===== config.mk =====
export PLATFORM = sky130hd
export DESIGN_NAME = vga_plot_arbiter
export DESIGN_NICKNAME = d
export VERILOG_FILES = /design/src/rtl/vga_plot_arbiter.sv
export SDC_FILE = /design/constraint.sdc
export NUM_CORES = 1
export LEC_CHECK = 0
export ABC_AREA = 1
export CAP_MARGIN = 40
export CORE_MARGIN = 10
export CORE_UTILIZATION = 48
export DETAILED_ROUTE_END_ITERATION = 12
export MAX_ROUTING_LAYER = met4
export PLACE_DENSITY = 0.86
export SETUP_SLACK_MARGIN = 0.3
export SLEW_MARGIN = 10
export SYNTH_ARGS = -nofsm -noshare
export SYNTH_HDL_FRONTEND = slang
export SYNTH_SLANG_ARGS = --single-unit

===== constraint.sdc =====
create_clock -name CLOCK_50 -period 2.2 [get_ports CLOCK_50]
set_input_delay 0.44 -clock CLOCK_50 [delete_from_list [all_inputs] [get_ports CLOCK_50]]
set_output_delay 0.44 -clock CLOCK_50 [all_outputs]
set_load 0.02 [all_outputs]

===== src/rtl/vga_plot_arbiter.sv =====
// Round-robin burst arbiter sharing the vga_adapter pixel-write port between two
// valid/ready pixel streams, with frame range checking and saturating counters.
module vga_plot_arbiter #(
  parameter int X_MAX   = 320,
  parameter int Y_MAX   = 240,
  parameter int COLOR_W = 3
) (
  input  logic               CLOCK_50,
  input  logic               reset,
  input  logic               enable,
  input  logic               clear,
  input  logic               req0_valid,
  input  logic               req1_valid,
  output logic               req0_ready,
  output logic               req1_ready,
  input  logic [8:0]         req0_x,
  input  logic [8:0]         req1_x,
  input  logic [7:0]         req0_y,
  input  logic [7:0]         req1_y,
  input  logic [COLOR_W-1:0] req0_color,
  input  logic [COLOR_W-1:0] req1_color,
  input  logic               req0_last,
  input  logic               req1_last,
  output logic [8:0]         plot_x,
  output logic [7:0]         plot_y,
  output logic [COLOR_W-1:0] plot_color,
  output logic               plot,
  output logic               grant,
  output logic               busy,
  output logic [16:0]        pixel_count,
  output logic [15:0]        drop_count
);

  typedef enum logic [1:0] {IDLE, OWN0, OWN1} state_t;

  localparam logic [9:0] XLIM = 10'(X_MAX);
  localparam logic [8:0] YLIM = 9'(Y_MAX);

  function automatic logic [16:0] sat_inc_pix(input logic [16:0] v);
    return (&v) ? v : v + 17'd1;
  endfunction

  function automatic logic [15:0] sat_inc_drop(input logic [15:0] v);
    return (&v) ? v : v + 16'd1;
  endfunction

  state_t               state_q;
  logic                 rr_last_q;
  logic [8:0]           plot_x_q;
  logic [7:0]           plot_y_q;
  logic [COLOR_W-1:0]   plot_color_q;
  logic                 plot_q;
  logic                 grant_q;
  logic                 busy_q;
  logic [16:0]          pixel_count_q;
  logic [15:0]          drop_count_q;

  logic                 rdy0, rdy1;
  logic                 acc0, acc1, acc;
  logic [8:0]           beat_x;
  logic [7:0]           beat_y;
  logic [COLOR_W-1:0]   beat_color;
  logic                 beat_last;
  logic                 in_range;

  // In IDLE the grant goes to the only valid requester, or away from rr_last on a tie.
  always_comb begin
    rdy0 = 1'b0;
    rdy1 = 1'b0;
    if (!reset) begin
      case (state_q)
        IDLE: begin
          if (enable) begin
            if (req0_valid && (!req1_valid || rr_last_q)) rdy0 = 1'b1;
            else if (req1_valid)                          rdy1 = 1'b1;
          end
        end
        OWN0:    rdy0 = enable;
        OWN1:    rdy1 = enable;
        default: ;
      endcase
    end
  end

  assign acc0 = rdy0 & req0_valid;
  assign acc1 = rdy1 & req1_valid;
  assign acc  = acc0 | acc1;

  assign beat_x     = acc1 ? req1_x     : req0_x;
  assign beat_y     = acc1 ? req1_y     : req0_y;
  assign beat_color = acc1 ? req1_color : req0_color;
  assign beat_last  = acc1 ? req1_last  : req0_last;
  assign in_range   = ({1'b0, beat_x} < XLIM) && ({1'b0, beat_y} < YLIM);

  always_ff @(posedge CLOCK_50 or posedge reset) begin
    if (reset) begin
      state_q       <= IDLE;
      rr_last_q     <= 1'b1;
      plot_x_q      <= '0;
      plot_y_q      <= '0;
      plot_color_q  <= '0;
      plot_q        <= 1'b0;
      grant_q       <= 1'b0;
      busy_q        <= 1'b0;
      pixel_count_q <= '0;
      drop_count_q  <= '0;
    end else begin
      plot_q <= acc && in_range;
      if (acc && in_range) begin
        plot_x_q     <= beat_x;
        plot_y_q     <= beat_y;
        plot_color_q <= beat_color;
      end
      if (acc) begin
        grant_q   <= acc1;
        rr_last_q <= acc1;
        busy_q    <= !beat_last;
        if (beat_last) state_q <= IDLE;
        else           state_q <= acc1 ? OWN1 : OWN0;
      end
      // Clear wins over a same-cycle increment.
      if (clear) begin
        pixel_count_q <= '0;
        drop_count_q  <= '0;
      end else if (acc) begin
        if (in_range) pixel_count_q <= sat_inc_pix(pixel_count_q);
        else          drop_count_q  <= sat_inc_drop(drop_count_q);
      end
    end
  end

  assign req0_ready  = rdy0;
  assign req1_ready  = rdy1;
  assign plot_x      = plot_x_q;
  assign plot_y      = plot_y_q;
  assign plot_color  = plot_color_q;
  assign plot        = plot_q;
  assign grant       = grant_q;
  assign busy        = busy_q;
  assign pixel_count = pixel_count_q;
  assign drop_count  = drop_count_q;

endmodule


==> results of run 1 <==
-- timing repair --
item	in CTS	in global routing
setup endpoints to repair	65	68
pin swaps	18	16
resized for setup	50	38
setup buffers	17	3
gates cloned	5	1
-- cell usage after synthesis, types with 2 or more instances --
cell type,number,area share [%]
and2_1,2,0.35
nand3_4,2,0.97
buf_6,4,1.3
nand2_2,3,0.52
o21ai_1,4,0.56
nor4_1,2,0.35
clkbuf_1,6,0.63
nand3_1,21,2.9
nand4_1,34,5.9
xor2_1,15,3.7
nor3b_1,4,0.83
inv_2,3,0.31
nand2_1,137,14
inv_1,38,4.0
xnor2_1,3,0.73
buf_2,6,0.83
ha_1,3,1.0
o21a_1,6,1.3
mux2_2,13,4.1
nor3_1,16,2.2
nor2_1,46,4.8
nand2_4,5,1.6
dfrtp_1,58,40
o21ai_0,22,3.1
-- per-stage QoR --
stage,instance area [sq um],total power [mW],hold WS [ps]
global placement,4930,3.03,458
floorplan,3640,2.28,450
CTS,5470,4.39,352
detailed placement,4930,3.09,479
finish,5590,4.42,358
global route,5590,4.63,369
-- per-layer routing --
metal,part of all wire (%),track usage [%],vias up
li1,-,-,1850
met1,39,23.7,1855
met5,0,-,-
met2,51,36.7,194
met4,3.1,8.12,0
met3,6.8,4.91,34
-- cell families (layout without fill, tap and decap cells) --
kind of cell	Yosys count	after routing	share of synthesized area [%]
xor+xnor	18	18	4.38
other cells	0	1	0
mux	13	13	4.07
buf+inv	59	214	7.34
compound gates	38	38	6.43
fa+ha+maj	3	3	1.04
simple gates	275	278	35.7
flops	59	59	41.1
-- layout make-up --
cell class,count,share of cell area (%)
clock inverters,4,1.30
repair buffers,157,28.1
diodes,1,0.0448
well taps,99,2.22
multi-input cells,350,36.3
clock buffers,12,2.78
inverters,41,2.82
flip-flops and latches,59,26.5
-- critical path: stages, from the launching register on --
cell,delay (ps)
dfstp_2,550
a21o_1,150
nand2_4,80
nand3_4,140
buf_6,150
nand2_2,70
o21ai_4,70
nand2_2,80
nand2_4,120
buf_6,130
nand2_8,70
buf_6,150
nand3_1,70
nand2_1,70
-- registers in the layout, summed over array words and instances, names as in the netlist --
| name | cells |
|---|---|
| busy | 1 |
| drop_count | 16 |
| grant | 1 |
| pixel_count | 17 |
| plot | 1 |
| plot_color | 3 |
| plot_x | 9 |
| plot_y | 8 |
| rr_last_q | 1 |
| state_q | 2 |
-- cell usage in the layout (no fill, tap or decap), drive strengths merged, types with 2 or more instances in the layout --
cell and n:
nor2 47, and2 2, clkdlybuf4s50 78, o21a 6, bufinv 2, ha 3, mux2 13, dlygate4sd2 13
nor3 17, dfrtp 58, buf 53, clkbuf 13, inv 40, nor3b 4, dlymetal6s2s 12, xor2 15
xnor2 3, nor4 2, o21ai 27, nand3 25, nand4 34, nand2 146, clkinvlp 2
-- report_power, final --
| group | switching, mW | total (mW) | leakage (nW) | internal (mW) |
|---|---|---|---|---|
| sequential | 0.154 | 1.49 | 0.771 | 1.33 |
| combinational | 0.925 | 1.78 | 1.87 | 0.855 |
| clock | 0.453 | 1.15 | 0.113 | 0.698 |
| total | 1.53 | 4.42 | 2.75 | 2.89 |
-- worst max path at each step --
stage	start	to	slack [ps]	depth (start not counted)
2_1_floorplan	req1_valid	pixel_count[7]$_DFFE_PP0P_	250	14
6_report	rr_last_q$_DFFE_PP1P_	drop_count[14]$_DFFE_PP0P_	180	13
4_1_cts	rr_last_q$_DFFE_PP1P_	drop_count[1]$_DFFE_PP0P_	210	14
5_1_grt	rr_last_q$_DFFE_PP1P_	pixel_count[1]$_DFFE_PP0P_	80	13
3_5_place_dp	reset	pixel_count[4]$_DFFE_PP0P_	-290	12
3_3_place_gp	req1_valid	req1_ready	-210	6
==> reports/metrics.yaml, run 1 <==
yosys:
  synthFlopType: "dfrtp_1"
  synth.cell_area_sq_mm: 0.00360
  synth_seq_cells: 59
  syn_inst: 465
  synth_cell_types: 36
  postSynth.asyncResetShare_pct: 100
  ys_seq_area_share_pct: 41.1
  synth_edf_count: 0
  syn_nets: 516
  synth.avg_cell_area_sq_um: 7.74
  ys_warn_count: 0
job:
  max_cap_viol_count: 0
cts:
  htreeDepth: 3
  clock_latency_ps: 340
  clock-sinks: 59
  ctsLongestPathBuffers: 2
  hold_buffers: 0
  cts.clk_slew.worst_paths_ps: 70
  cts_tree: "done"
  cts-root-buf: "clkbuf_8"
  numCtsBuffers: 9
critical_path:
  crit_type: "reg2reg"
  crit_fanout: 8
  r2r_end: "drop_count[14]$_DFFE_PP0P_"
  critPathLaunchType: "flip-flop"
  r2r_slack_ps: 180
  endpoint_kind: "flip-flop"
  ff2ff_path_depth: 13
  worstPathRequired_ps: 2430
  arrival_ps: 2250
  reg2reg_from: "rr_last_q$_DFFE_PP1P_"
placed_design:
  dp_hpwl_um: 8180
  pre_cts_ws_ps: -292
  gp_congestion: 0.895
  io_buffers: 105
  placedCellCount: 680
min_path:
  hold_path.class: "in2async"
power:
  peakVddDrop_uv: 800
  p_leak_nw: 2.75
  powerDensity_mw_per_mm2: 791
drt:
  wl_um: 12100
  antenna_left: 0
  drt_iter0_markers: 231
  wl_per_cell_um: 16.8
  viasPerCell: 5.44
  drc: 0
  vias: 3933
  dr.pass1.iters: 6
sta:
  min_period_over_period_pct: 91.9
  worst_slew_pin_slew_ps: 588
  slew_viol_final: 0
  slew-limit-headroom_pct: 60.5
  min_period_ps: 2020
  rsz0062_at_grt: "true"
  finalClockSkew_ps: 5.33
  setup_slack_ps: 177
  fmax_ghz: 0.494
  setup_tns_ps: 0
  setup_viol: 0
  hold_viol: 0
outcome:
  outcome: "completed"
floorplanning:
  dieArea_sq_mm: 0.0114
  die_w_um: 107
  row_count: 31
  start_util_pct: 49.6
  core_area_sq_mm: 0.00725
  die_h_um: 107
  io_pins: 106
cells_and_area:
  multi_input_area_sq_mm: 0.00203
  final-seq-area_sq_mm: 0.00148
  utilization_pct: 77.1
  final_cells: 723
  area_growth_pct: 55.4
  drive_gt1_share_pct: 21.2
  nNetsFinal: 669
  fillCellCount: 542
global_routing:
  grt_pass1_vias: 3923
  grt_max_degree: 50
  grt_usage_pct: 21.4
  antenna_found_initial: 1
  grt_pass1_wl_um: 19400
  grt_remaining_overflow: 0
No activity file was read; power rests on OpenSTA's default activity.
==> inputs of run 2 (changes only) <==
clock period = 2.29 ns   (was 2.2 ns; I/O delays follow)
==> run 2 against run 1 <==
Net effect:
- critical path depth decreased by 1
- hold slack better by 43 ps
- combinational power down 5%
- critical path type unchanged
- critical endpoint is now plot_x[7]$_DFFE_PP0P_
- largest cell class unchanged
- highest routed layer unchanged
==> reports/metrics.yaml, run 2 (same netlist as run 1, synthesis figures left out) <==
cells_and_area:
  fillCellCount: 530  # was 542
  final_cell_mix: "129 x nand2_1, 98 x clkdlybuf4s50_1, 56 x dfrtp_1"  # was 121 x nand2_1, 78 x clkdlybuf4s50_1, 56 x dfrtp_1
  largest_register_ffs: 17  # unchanged
  antenna_cells: 0  # was 1
  area_growth_pct: 51.9  # was 55.4%
  multi_input_area_sq_mm: 0.00200  # was 0.00203 sq mm
  final_cell_area_sq_mm: 0.00547  # was 0.00559 sq mm
  final_common_cell: "nand2_1"  # unchanged
  final-seq-area_sq_mm: 0.00148  # unchanged
  nNetsFinal: 664  # was 669
  drive_gt1_share_pct: 18.9  # was 21.2%
sta:
  rsz0062_at_grt: "true"  # unchanged
  hold_slack_ps: 401  # was 358 ps
  hold_viol: 0  # unchanged
  setup_tns_ps: 0  # unchanged
  fmax_ghz: 0.494  # about the same
  finalClockSkew_ps: 11.0  # was 5.33 ps
  slew-limit-headroom_pct: 61.7  # was 60.5%
  slew_viol_final: 0  # unchanged
  worst_slew_pin_slew_ps: 571  # was 588 ps
  min_period_over_period_pct: 88.4  # was 91.9%
  setup_viol: 0  # unchanged
  min_period_ps: 2020  # about the same
global_routing:
  grt_pass1_wl_um: 19600  # was 19400 um
  grt_pass1_vias: 3893  # was 3923
  antenna_found_initial: 0  # was 1
  grt_remaining_overflow: 0  # unchanged
  grt_usage_pct: 21.5  # was 21.4%
  grt_max_degree: 48  # was 50
cts:
  clock-sinks: 59  # unchanged
  htreeDepth: 3  # unchanged
  cts-root-buf: "clkbuf_8"  # unchanged
  cts.clk_slew.worst_paths_ps: 70  # about the same
  numCtsBuffers: 9  # unchanged
  ctsLongestPathBuffers: 2  # unchanged
  clock_latency_ps: 340  # about the same
  cts_tree: "done"  # unchanged
power:
  p_leak_nw: 2.48  # was 2.75 nW
  peakVddDrop_uv: 519  # was 800 uV
  powerDensity_mw_per_mm2: 735  # was 791 mW/mm^2
critical_path:
  endpoint_kind: "flip-flop"  # unchanged
  crit_type: "reg2reg"  # unchanged
  arrival_ps: 2250  # about the same
  worstPathRequired_ps: 2510  # was 2430 ps
  crit_fanout: 9  # was 8
  crit_slowest_cell: "dfstp_2"  # unchanged
  critPathLaunchType: "flip-flop"  # unchanged
  cpPeakStageDelay_ps: 540  # was 550 ps
  crit_chain: "a21o_1 -> nand2_4 -> buf_6 -> nand4_1 -> nand2_2 -> nor2_2 -> nand2_2 -> nand2_4 -> nor2_4 -> buf_12 -> buf_16 -> o21a_1"  # was a21o_1 -> nand2_4 -> nand3_4 -> buf_6 -> nand2_2 -> o21ai_4 -> nand2_2 -> nand2_4 -> buf_6 -> nand2_8 -> buf_6 -> nand3_1 -> nand2_1
floorplanning:
  dieArea_sq_mm: 0.0114  # unchanged
  die_w_um: 107  # unchanged
  io_pins: 106  # unchanged
  die_h_um: 107  # unchanged
  row_count: 31  # unchanged
  core_area_sq_mm: 0.00725  # unchanged
  start_util_pct: 49.6  # unchanged
drt:
  dr.pass1.iters: 5  # was 6
  drc: 0  # unchanged
  wl_met2_um: 6280  # was 6190 um
  wl_met1_um: 4610  # was 4730 um
  vias: 3883  # was 3933
  drt_iter0_markers: 195  # was 231
  antenna_left: 0  # unchanged
  highest_layer: "met4"  # unchanged
  wl_per_cell_um: 16.7  # was 16.8 um
  wl_met3_um: 643  # was 824 um
  wl_um: 12000  # was 12100 um
  viasPerCell: 5.42  # was 5.44
job:
  max_cap_viol_count: 0  # unchanged
placed_design:
  gp_congestion: 0.886  # was 0.895
  io_buffers: 105  # unchanged
  dp_hpwl_um: 8200  # was 8180 um
  placed_area_sq_mm: 0.00496  # was 0.00493 sq mm
outcome:
  outcome: "completed"  # unchanged
min_path:
  hold_path.class: "in2async"  # unchanged
run 2: cell types whose count changed in the layout (fill, tap and decap cells not counted), moves of 3 or more:
cell,before,now
clkdlybuf4s50_1,78,98
nor2_2,0,3
o21ai_1,19,9
dlymetal6s2s_1,12,1
o21ai_0,6,16
nand2_2,18,9
dlygate4sd2_1,13,4
nand2_1,121,129
buf_4,40,30
buf_6,4,9
run 2: layer usage:
| layer | GRT usage (%) | vias up |
|---|---|---|
| met5 | - | - |
| met3 | 3.17 | 41 |
| li1 | - | 1845 |
| met4 | 10.2 | 0 |
| met2 | 36.8 | 162 |
| met1 | 24.3 | 1835 |
run 2: path summary, 6_finish.rpt:
| path | startpoint | to | slack [ps] | depth (start not counted) |
|---|---|---|---|---|
| max | rr_last_q$_DFFE_PP1P_ | plot_x[7]$_DFFE_PP0P_ | 270 | 12 |
| min | reset | state_q[0]$_DFFE_PP0P_ | 400 | 3 |
| max reg2reg | rr_last_q$_DFFE_PP1P_ | plot_x[7]$_DFFE_PP0P_ | 270 | 12 |
| min reg2reg | plot_y[0]$_DFFE_PP0P_ | plot_y[0]$_DFFE_PP0P_ | 480 | 2 |
| max in group asynchronous | reset | rr_last_q$_DFFE_PP1P_ | 1310 | 4 |
| min in group CLOCK_50 | plot_y[0]$_DFFE_PP0P_ | plot_y[0]$_DFFE_PP0P_ | 480 | 2 |
run 2: final cells by class:
type / instances / share of cell area [%]
clock inverter: 2 / 0.183
timing repair buffer: 151 / 27.8
tap: 99 / 2.27
clock buffer: 14 / 3.16
inverter: 41 / 2.88
multi-input combinational: 351 / 36.7
sequential: 59 / 27.1
run 2: timing repair:
item                                    4_1_cts  5_1_grt
hold buffers                                  0        0
gates resized for setup                      31       22
endpoints found under the setup margin       55       56
gates cloned                                  5        1
pin swaps                                     9       27
setup buffers                                 7        3
run 2: power breakdown:
group	leakage, nW	switching, mW	internal [mW]	total [mW]
Sequential	0.771	0.161	1.28	1.44
Clock	0.0965	0.401	0.479	0.880
Combinational	1.61	0.880	0.813	1.69
run 2: worst max-delay path: cells and delay by family, from the launching register on:
| family | cells | cell delay [ps] |
|---|---|---|
| buffers and inverters | 3 | 400 |
| and+or+nand+nor | 7 | 630 |
| AOI/OAI and AO/OA | 2 | 330 |
| DFF | 1 | 540 |
run 2: per-stage QoR:
stage,util (%),total power [mW],cells,worst slack (ps)
2_1_floorplan,-,2.18,465,302
3_3_place_gp,68.4,2.92,685,-129
3_5_place_dp,68.4,2.97,685,-247
4_1_cts,74.2,3.98,713,287
5_1_grt,75.4,4.22,717,171
6_report,75.4,4.02,717,265
==> RTL change (flow settings as in run 2) <==
Re-encode `state_t` (3 states) as one-hot, 3 bits wide.
--- a/src/rtl/vga_plot_arbiter.sv
+++ b/src/rtl/vga_plot_arbiter.sv
@@ -31,7 +31,7 @@
   output logic [15:0]        drop_count
 );
 
-  typedef enum logic [1:0] {IDLE, OWN0, OWN1} state_t;
+  typedef enum logic [2:0] {IDLE = 3'b001, OWN0 = 3'b010, OWN1 = 3'b100} state_t;
 
   localparam logic [9:0] XLIM = 10'(X_MAX);
   localparam logic [8:0] YLIM = 9'(Y_MAX);
Check against the original RTL: same outputs for any inputs over 10 cycles, from zero or initial values and one cycle with reset high; not proved beyond that.
==> RTL change against run 2 <==
The run now ends with negative setup slack left. Routed wire length is 19% higher. Largest cell class unchanged. Power rose by 1.5%. Clock skew decreased by 0.0011 ns. Largest power group unchanged. Cell area up 7.3%. Synthesized area is 0.38% lower. Sequential cell count grew 1. Worst setup slack lost 0.27 ns.
==> RTL change: results (changes against run 2) <==
qor: clock_tree.postCtsResizedCells 48 [was 31]
qor: critical_path.crit_path_max_fanout 7 [was 9]
qor: cells_and_area.seq_area 1510 um^2 [was 1480 um^2]
qor: sta.fin_worst_skew 0.00995 ns [was 0.0110 ns]
qor: power.power.share.combinational 0.431 [was 0.421]
qor: global_routing.grt_pass1_wl 19.4 mm [was 19.6 mm]
qor: clock_tree.clock-root-buffer clkbuf_8 [unchanged]
qor: yosys.synth.net_count 524 [was 516]
qor: power.power.share.clock 0.201 [was 0.219]
qor: run_status.status finished, violations left [was completed]
qor: sta.slew-limit-headroom 0.485 [was 0.617]
qor: placement.post-place-cells 697 [was 685]
qor: yosys.postSynthAreaPerCell 7.58 um^2 [was 7.74 um^2]
qor: cells_and_area.share_of_cells_above_drive_strength_1 0.309 [was 0.189]
qor: critical_path.timing.critical_path.arrival 2.52 ns [was 2.25 ns]
qor: run_status.violations negative setup slack
qor: sta.setup_violations 3 [was 0]
qor: power.clk-power 0.000819 W [was 0.000880 W]
qor: sta.setup_total_negative_slack -0.00885 ns [was 0 ns]
qor: cells_and_area.nets 689 [was 664]
qor: cells_and_area.final-instance-count-excl-fill 742 [was 717]
qor: placement.dpl.hpwl 8.13 mm [was 8.20 mm]
qor: yosys.share_of_the_yosys_chip_area_belonging_to_registers 0.420 [was 0.411]
qor: global_routing.groute.usage.overall 0.216 [was 0.215]
qor: yosys.yosys.cell_types.count 35 [was 36]
qor: placement.place_area 4970 um^2 [was 4960 um^2]
qor: critical_path.critical-path-max-stage-delay 0.55 ns
qor: routing.num_vias 4222 [was 3883]
qor: yosys.synth.cells.most_frequent nand2_1 (158), dfrtp_1 (58), inv_1 (45) [was nand2_1 (137), dfrtp_1 (58), nor2_1 (46)]
qor: global_routing.grt_pass1_vias 3979 [was 3893]
qor: yosys.synthTopCellsByArea dfrtp_1 (40%), nand2_1 (17%), nand3_1 (6.0%) [was dfrtp_1 (40%), nand2_1 (14%), nand4_1 (5.9%)]
qor: placement.post-place-ws -0.243 ns [was -0.247 ns]
qor: cells_and_area.num-fill-cells 433 [was 530]
qor: clock_tree.post-cts-setup-buffers 9 [was 7]
qor: hold_path.min-delay-path-class register to register [was input port to async pin]
qor: power.peak_supply_drop 0.583 mV [was 0.519 mV]
qor: global_routing.largest_net_degree_at_the_start_of_global_routing 61 [was 48]
qor: placement.gp_congestion 0.903 [was 0.886]
qor: power.power.internal 0.00251 W [was 0.00257 W]
qor: routing.initial_drc_count 369 [was 195]
qor: routing.wl_per_cell 19.3 um [was 16.7 um]
qor: sta.postLayoutSetupSlackWorst -0.00468 ns [was 0.265 ns]
qor: power.power_leakage 2.73 nW [was 2.48 nW]
-- RTL change: cell count changes after synthesis, moves of 3 or more --
cell | before | now
nor3_1 | 16 | 6
o21ai_1 | 4 | 12
inv_1 | 38 | 45
nand3_1 | 21 | 43
o21ai_0 | 22 | 9
nand2_2 | 3 | 6
nand4_1 | 34 | 16
nand2_1 | 137 | 158
o21a_1 | 6 | 0
nor2_1 | 46 | 41
-- RTL change: layout make-up --
type / instances / share of cell area
clock buffer: 13 / 0.0237
clock inverter: 3 / 0.00256
inverter: 49 / 0.0337
multi-input combinational: 350 / 0.384
sequential: 60 / 0.257
tap: 99 / 0.0211
timing repair buffer: 168 / 0.279
-- RTL change: cell families (layout without fill, tap and decap cells) --
group | after synthesis | count (layout) | synth area share
flip-flops | 60 | 60 | 0.420
buffers and inverters | 66 | 233 | 0.0799
multiplexers | 13 | 13 | 0.0408
adder cells (fa/ha/maj) | 3 | 3 | 0.0105
AO/OA/AOI/OAI | 27 | 27 | 0.0401
XOR/XNOR | 15 | 15 | 0.0367
AND/OR/NAND/NOR | 289 | 292 | 0.372
-- RTL change: layer usage --
layer / wire [um] / track usage
met2: 7360 / 0.371
met1: 5210 / 0.239
met5: 0 / -
met4: 705 / 0.0967
met3: 1020 / 0.0380
-- RTL change: worst paths after layout --
| check | start | to | slack [ns] | cells after the start |
|---|---|---|---|---|
| max in group asynchronous | reset | pixel_count[9] | 0.98 | 3 |
| max | state_q[0] | plot_x[5] | -0.005 | 14 |
| min reg2reg | grant | grant | 0.48 | 2 |
| min | grant | grant | 0.48 | 2 |
| max reg2reg | state_q[0] | plot_x[5] | -0.005 | 14 |
| min in group asynchronous | reset | plot_x[4] | 0.77 | 3 |
